<file path="src/rtl/serial_paralelo_sync.sv">
// -----------------------------------------------------------------------------
// serial_paralelo_sync
//
// Serial-to-parallel converter with comma-based byte alignment. One serial bit
// is sampled per rising edge of clk_32f, MSB of each byte first. The receiver
// hunts for the COM character at any bit offset. Once four COMs have been seen
// on consecutive byte boundaries, the byte alignment is locked for good (until
// reset). From then on, every byte boundary produces a one-cycle strobe. Data
// bytes are presented on data_out with valid_out high. COM and IDL are
// filtered: they drop valid_out and leave data_out holding the last data byte.
//
// Ports
//   clk_32f     in   1  bit clock, the only clock of the block
//   reset       in   1  synchronous, active-high reset
//   data_in     in   1  serial bit stream, MSB first
//   data_out    out  8  last recovered data byte (registered)
//   valid_out   out  1  data_out holds a data byte from the latest boundary
//   byte_strobe out  1  one-cycle pulse per byte boundary once locked
//   active      out  1  byte alignment locked, sticky until reset
//
// Parameters
//   COM  sync character (default 8'hBC)
//   IDL  idle character (default 8'h7C)
// -----------------------------------------------------------------------------
module serial_paralelo_sync #(
  parameter logic [7:0] COM = 8'hBC,
  parameter logic [7:0] IDL = 8'h7C
) (
  input  logic       clk_32f,
  input  logic       reset,
  input  logic       data_in,
  output logic [7:0] data_out,
  output logic       valid_out,
  output logic       byte_strobe,
  output logic       active
);

  typedef enum logic [1:0] {
    SEARCH = 2'd0,
    ALIGN  = 2'd1,
    ACTIVE = 2'd2
  } state_t;

  // Number of COMs on consecutive boundaries needed to declare lock.
  localparam logic [2:0] COM_LOCK = 3'd4;

  state_t     state_reg, state_next;
  logic [7:0] shreg_reg;
  logic [2:0] bit_cnt_reg, bit_cnt_next;
  logic [2:0] com_count_reg, com_count_next;
  logic [7:0] data_out_reg, data_out_next;
  logic       valid_reg, valid_next;
  logic       strobe_reg, strobe_next;
  logic       active_reg, active_next;

  // Candidate byte: the seven most recent bits plus the bit being sampled now.
  // Decisions are taken on the same edge that samples the eighth bit, so the
  // registered outputs appear one cycle after that bit was presented.
  logic [7:0] cand_byte;
  logic       is_com;
  logic       is_idl;
  logic       boundary;

  assign cand_byte = {shreg_reg[6:0], data_in};
  assign is_com    = (cand_byte == COM);
  assign is_idl    = (cand_byte == IDL);
  // The bit counter is zeroed on the edge that recognised a COM. It then reads
  // 0..7 while the next eight bits are sampled, so the 7 slot is the boundary.
  assign boundary  = (bit_cnt_reg == 3'd7);

  // ---------------------------------------------------------------------------
  // State and output registers
  // ---------------------------------------------------------------------------
  always_ff @(posedge clk_32f) begin
    if (reset) begin
      state_reg     <= SEARCH;
      shreg_reg     <= 8'h00;
      bit_cnt_reg   <= 3'd0;
      com_count_reg <= 3'd0;
      data_out_reg  <= 8'h00;
      valid_reg     <= 1'b0;
      strobe_reg    <= 1'b0;
      active_reg    <= 1'b0;
    end else begin
      state_reg     <= state_next;
      shreg_reg     <= cand_byte;
      bit_cnt_reg   <= bit_cnt_next;
      com_count_reg <= com_count_next;
      data_out_reg  <= data_out_next;
      valid_reg     <= valid_next;
      strobe_reg    <= strobe_next;
      active_reg    <= active_next;
    end
  end

  // ---------------------------------------------------------------------------
  // Next-state and next-output logic
  // ---------------------------------------------------------------------------
  always_comb begin
    state_next     = state_reg;
    bit_cnt_next   = bit_cnt_reg + 3'd1;  // wraps 7 -> 0 naturally
    com_count_next = com_count_reg;
    data_out_next  = data_out_reg;
    valid_next     = valid_reg;
    strobe_next    = 1'b0;
    active_next    = active_reg;

    case (state_reg)
      SEARCH: begin
        // No alignment yet, so the counter is meaningless; keep it parked.
        bit_cnt_next = 3'd0;
        if (is_com) begin
          com_count_next = 3'd1;
          state_next     = ALIGN;
        end
      end

      ALIGN: begin
        if (boundary) begin
          if (is_com) begin
            if (com_count_reg >= COM_LOCK - 3'd1) begin
              com_count_next = COM_LOCK;
              state_next     = ACTIVE;
              active_next    = 1'b1;
            end else begin
              com_count_next = com_count_reg + 3'd1;
            end
          end else begin
            // Any non-COM at a boundary (IDL included) breaks the run.
            com_count_next = 3'd0;
            state_next     = SEARCH;
          end
        end
      end

      ACTIVE: begin
        // Alignment is never revisited here; the counter just keeps wrapping.
        if (boundary) begin
          strobe_next = 1'b1;
          if (is_com || is_idl) begin
            valid_next = 1'b0;
          end else begin
            data_out_next = cand_byte;
            valid_next    = 1'b1;
          end
        end
      end

      default: begin
        // Unused encoding: recover by hunting again.
        state_next     = SEARCH;
        bit_cnt_next   = 3'd0;
        com_count_next = 3'd0;
      end
    endcase
  end

  assign data_out    = data_out_reg;
  assign valid_out   = valid_reg;
  assign byte_strobe = strobe_reg;
  assign active      = active_reg;

endmodule

</file>
<file path="config.mk">
export PLATFORM = sky130hd
export DESIGN_NAME = serial_paralelo_sync
export DESIGN_NICKNAME = d
export VERILOG_FILES = /design/src/rtl/serial_paralelo_sync.sv
export SDC_FILE = /design/constraint.sdc
export NUM_CORES = 1
export LEC_CHECK = 0
export BUFFER_PORTS_ARGS = -buffer_cell sky130_fd_sc_hd__buf_2
export CAP_MARGIN = 20
export CORE_MARGIN = 8
export CORE_UTILIZATION = 54
export DETAILED_ROUTE_END_ITERATION = 10
export PLACE_DENSITY = 0.77
export SKIP_CTS_REPAIR_TIMING = 1
export SYNTH_ARGS = -nofsm -noshare
export SYNTH_HDL_FRONTEND = slang
export SYNTH_SLANG_ARGS = --single-unit
export TNS_END_PERCENT = 50
</file>
<file path="constraint.sdc">
create_clock -name clk_32f -period 2 [get_ports clk_32f]
set_input_delay 0.2 -clock clk_32f [delete_from_list [all_inputs] [get_ports clk_32f]]
set_output_delay 0.2 -clock clk_32f [all_outputs]
set_load 0.05 [all_outputs]
</file>
Word level (Yosys, flattened, before mapping)
Cells that the tools add are included.
- bits in registers: 26
- bits in latches: 0
- memory bits (writable): 0
- ROM bits: 0
- bits of input ports: 3
- output and inout bits: 11
- logic and storage cells: 44
- memories: 0
- add/subtract/negate cells: 2
- $mul: 0
- divide/modulo/power cells: 0
- $lt $le $gt $ge: 1
- equal/unequal tests: 8
- shifts and indexed selects: 0
- muxes and demuxes: 12
- bitwise logic cells: 3
- reduce and logical (&&, ||, !) cells: 10
- operators with widths (cell ; number):
    2-to-1 mux 3 bit ; 4
    one-hot mux 3 bit (3 select lines) ; 1
    == test 8 x 7 -> 1 bit, second input constant ; 1
    == test 8 bit, second input constant ; 1
    2-to-1 mux 2 bit ; 4
    AND reduction 4 bit ; 2
    adder 3 x 1 -> 3 bit, second input constant ; 2
    one-hot mux 2 bit (3 select lines) ; 1
    AND reduction 3 bit ; 2
    OR reduction 2 bit ; 3
    != test 2 bit, second input constant ; 2
    == test 3 bit, second input constant ; 1
    >= comparator 3 x 2 -> 1 bit, second input constant ; 1
    != test 3 bit, second input constant ; 1
    inverter 1 bit ; 3
    == test 2 x 1 -> 1 bit, second input constant ; 1
    == test 2 bit, second input constant ; 1
    zero test 2 bit ; 1
    2-to-1 mux 1 bit ; 2
    AND reduction 2 bit ; 1
    logical OR 1 bit ; 1

Longest topological paths before layout
- depth in word-level cells: 5
- mapped depth: 6
- gate-level depth less buffers: 6

Worst setup path before layout
OpenSTA, ideal clock, no wires.
- kind: reg2reg
- start: reg com_count_reg[0]
- end: reg state_reg[0]
- library setup time: 0.103 ns
- arrival time: 1.548 ns
- data required time: 1.897 ns
- path slack: 0.348 ns
- cell stages (with the launch flop): 7
- buffers on the path: 0
- period minus slack after synthesis: 1.652 ns
- path through: dfxtp_1 -> ha_1 -> ha_1 -> a211oi_2 -> nand2_1 -> o311a_1 -> a2111oi_2
- cells in the longest elaborated chain, start to end: 3
- ends and longest elaborated chain (element ; RTL line ; text):
    from (decl) ; 50 ; logic [2:0] com_count_reg, com_count_next;
    from (signal assigned) ; 88 ; com_count_reg <= com_count_next;
    >= comparator 3 x 2 -> 1 bit ; 121 ; if (com_count_reg >= COM_LOCK - 3'd1) begin
    != test 3 bit (no source line) ; - ;
    AND reduction 4 bit (no source line) ; - ;
    to (signal assigned) ; 85 ; state_reg <= state_next;
    to (decl) ; 47 ; state_t state_reg, state_next;
Every way passes these cells.
A chain may end at the register's enable or synchronous reset.

Worst setup path after layout
Same ends and word-level chain as after synthesis.

==> flow_metrics.py <==
metrics = {
    "outcome": {
        "status": "completed",
    },
    "global_routing": {
        "grt_use_met1_pct": 14.0,
        "grt_max_degree": 23,
        "grt_pass1_vias": 693,
        "grt_util_met3_pct": 3.01,
        "track_usage_pct": 11.1,
        "grt_pass1_wl_um": 3090,
        "grt_overflow": 0,
        "grtUsageMet2_pct": 17.2,
        "antenna_found_initial": 0,
        "top_usage_layer": "met2",
    },
    "pwr": {
        "leakagePower_nw": 0.504,
        "p_int_mw": 0.730,
        "p_seq_share_pct": 58.2,
        "irDropWorstVdd_uv": 468,
        "power_density_nw_per_um2": 752,
        "finalPower_mw": 0.902,
        "power_switching_mw": 0.172,
        "switching_share_pct": 19.1,
        "clkPwrFrac_pct": 40.1,
        "comb_power_share_pct": 1.8,
    },
    "placed_design": {
        "dpl.hpwl_um": 1350,
        "pre_cts_ws_ns": 0.201,
        "placed_area_um2": 1150,
        "gp_congestion": 0.735,
        "numPortBuffers": 13,
    },
    "sta": {
        "slew_headroom_pct": 73.4,
        "finClkSkew_ns": 0.00416,
        "layout_min_cycle_time_ns": 1.83,
        "setup_slack_ns": 0.166,
        "hold_slack_ns": 0.115,
        "period_share_pct": 91.7,
        "final_hold_viol_count": 0,
        "fmax_ghz": 0.545,
        "setup_violations": 0,
        "worst_pin_slew_ns": 0.398,
        "rsz0062_at_grt": "no",
        "setup_tns_ns": 0,
        "slew_violations": 0,
    },
    "final_layout": {
        "final_nets": 126,
        "syn_to_final_growth_pct": 13.2,
        "fin_area_um2": 1200,
        "largest_register_ffs": 8,
        "n_antenna_cell": 0,
        "drive_gt1_share_pct": 20.0,
    },
    "setup_path": {
        "cp_max_fo": 4,
        "worstSetupPathType": "reg2reg",
        "critical_path_arrival_ns": 2.07,
        "crit_chain": "ha_1 > ha_1 > a211oi_2 > nand2_1 > o311a_1 > a2111oi_2",
        "crit_family": "compound AO/OA/AOI/OAI gates",
        "cp-start-kind": "register",
        "cpMaxStageDelayCell": "dfxtp_1",
        "worstPathRequired_ns": 2.24,
        "path_buf_inv": 0,
        "endpoint_kind": "register",
        "critPathMaxStageDelay_ns": 0.38,
        "worst-r2r-setup-slack_ns": 0.17,
        "crit_top_cell": "ha_1",
    },
    "logic_synthesis": {
        "ys.flop_type": "dfxtp_1",
        "postSynth.asyncResetShare_pct": 0,
        "synth_nets": 110,
        "syn_area_um2": 1060,
        "ys_seq_area_share_pct": 49.1,
        "ys_ff_latch": 26,
        "synthDistinctLibCells": 28,
        "synth_edf_count": 0,
        "synth_cells": 100,
        "synth_warnings": 0,
        "avgSynthCellArea_um2": 10.6,
    },
    "drt": {
        "routed-via-count": 756,
        "drt-total-wl_um": 1840,
        "wire_per_inst_um": 12.9,
        "drcViolationCount": 0,
        "drt_iter0_drc": 12,
        "ant_nets": 0,
        "vias_per_cell": 5.32,
        "drtPass1Iterations": 4,
    },
    "floorplan": {
        "initial_core_util_pct": 55.7,
        "die_x_um": 60.3,
        "die_height_um": 60.3,
        "core_region_area_um2": 1900,
        "die_area_um2": 3640,
        "io_pins": 14,
        "rows": 16,
    },
    "run": {
        "drv_cap": 0,
    },
    "clocking": {
        "clk_pin_slew_ns": 0.14,
        "cts_inserted_buffers": 3,
        "clk_path_buf_depth": 2,
        "cts.sinks": 26,
        "clock_latency_ns": 0.33,
        "htree_num_levels": 1,
        "cts_tree": "done",
        "cts_root_buffer": "clkbuf_4",
    },
    "min_path": {
        "hold_path_class": "in2reg",
    },
}
[logic make-up after synthesis]
logic type / share of synthesized area, %
flops: 49.1
fa+ha+maj: 8.26
compound gates: 15.9
xor+xnor: 0.827
simple gates: 15.9
mux: 5.67
buf+inv: 4.25
[path summary, 6_finish.rpt]
path | start | depth (start not counted) | end
worst max-delay path | com_count_reg[0] | 6 | state_reg[0]
worst min-delay path | data_in | 2 | shreg_reg[0]
worst max register to register | com_count_reg[0] | 6 | state_reg[0]
worst min register to register | bit_cnt_reg[0] | 1 | bit_cnt_reg[0]
[final cells by class]
type | instances | area (µm²)
Multi-Input combinational cell | 64 | 494
Fill cell | 168 | 702
Sequential cell | 26 | 520
Clock buffer | 3 | 22.5
Clock inverter | 1 | 30.0
Tap cell | 27 | 33.8
Inverter | 7 | 26.3
Timing Repair Buffer | 14 | 72.6
[worst reg2reg max path: cells and delay by family (launching register included)]
family | cells | cell delay (ns)
fa+ha+maj | 2 | 0.40
compound gates | 3 | 0.82
flops | 1 | 0.38
simple gates | 1 | 0.15
[power by group through the flow]
stage          clock network (mW)  registers, mW  logic (mW)
2_1_floorplan                   0          0.535      0.0114
3_3_place_gp                    0          0.536      0.0156
3_5_place_dp                    0          0.536      0.0160
4_1_cts                     0.365          0.525      0.0160
5_1_grt                     0.387          0.526      0.0178
6_report                    0.361          0.525      0.0160
[cell usage after synthesis (all sizes together) (2+ instances only)]
master | count | area [µm²]
a31oi | 2 | 12.5
o221a | 2 | 22.5
clkbuf | 2 | 7.51
dfxtp | 26 | 521
nor2b | 7 | 43.8
ha | 7 | 87.6
mux2i | 6 | 60.1
a211oi | 2 | 20.0
o311a | 2 | 20.0
nor2 | 11 | 41.3
nand2 | 5 | 18.8
and3 | 2 | 12.5
inv | 7 | 26.3
a21oi | 6 | 30.0
[placed cells by master, fill, tap and decap left out, types with 2 or more instances in the layout]
| cell | netlist | routed |
|---|---|---|
| and3_1 | 2 | 2 |
| a21oi_1 | 6 | 6 |
| a31oi_1 | 2 | 2 |
| buf_2 | 0 | 13 |
| clkbuf_4 | 0 | 3 |
| nor2_1 | 11 | 11 |
| inv_1 | 7 | 7 |
| o311a_1 | 2 | 2 |
| dfxtp_1 | 26 | 26 |
| nand2_1 | 5 | 5 |
| mux2i_1 | 6 | 6 |
| nor2b_1 | 7 | 7 |
| o221a_2 | 2 | 2 |
| ha_1 | 7 | 7 |
[stage by stage]
stage                     util, %  cells
after floorplan                 -    100
after global placement       60.3    138
after detailed placement     60.3    138
after CTS                    63.1    142
after global routing         63.1    142
final                        63.1    142
[routing by layer]
layer	share of wire [%]	vias to the layer above
met3	4.5	2
li1	-	385
met5	0	-
met2	47	14
met1	47	355
met4	1.7	0
No activity file was read; power rests on OpenSTA's default activity.
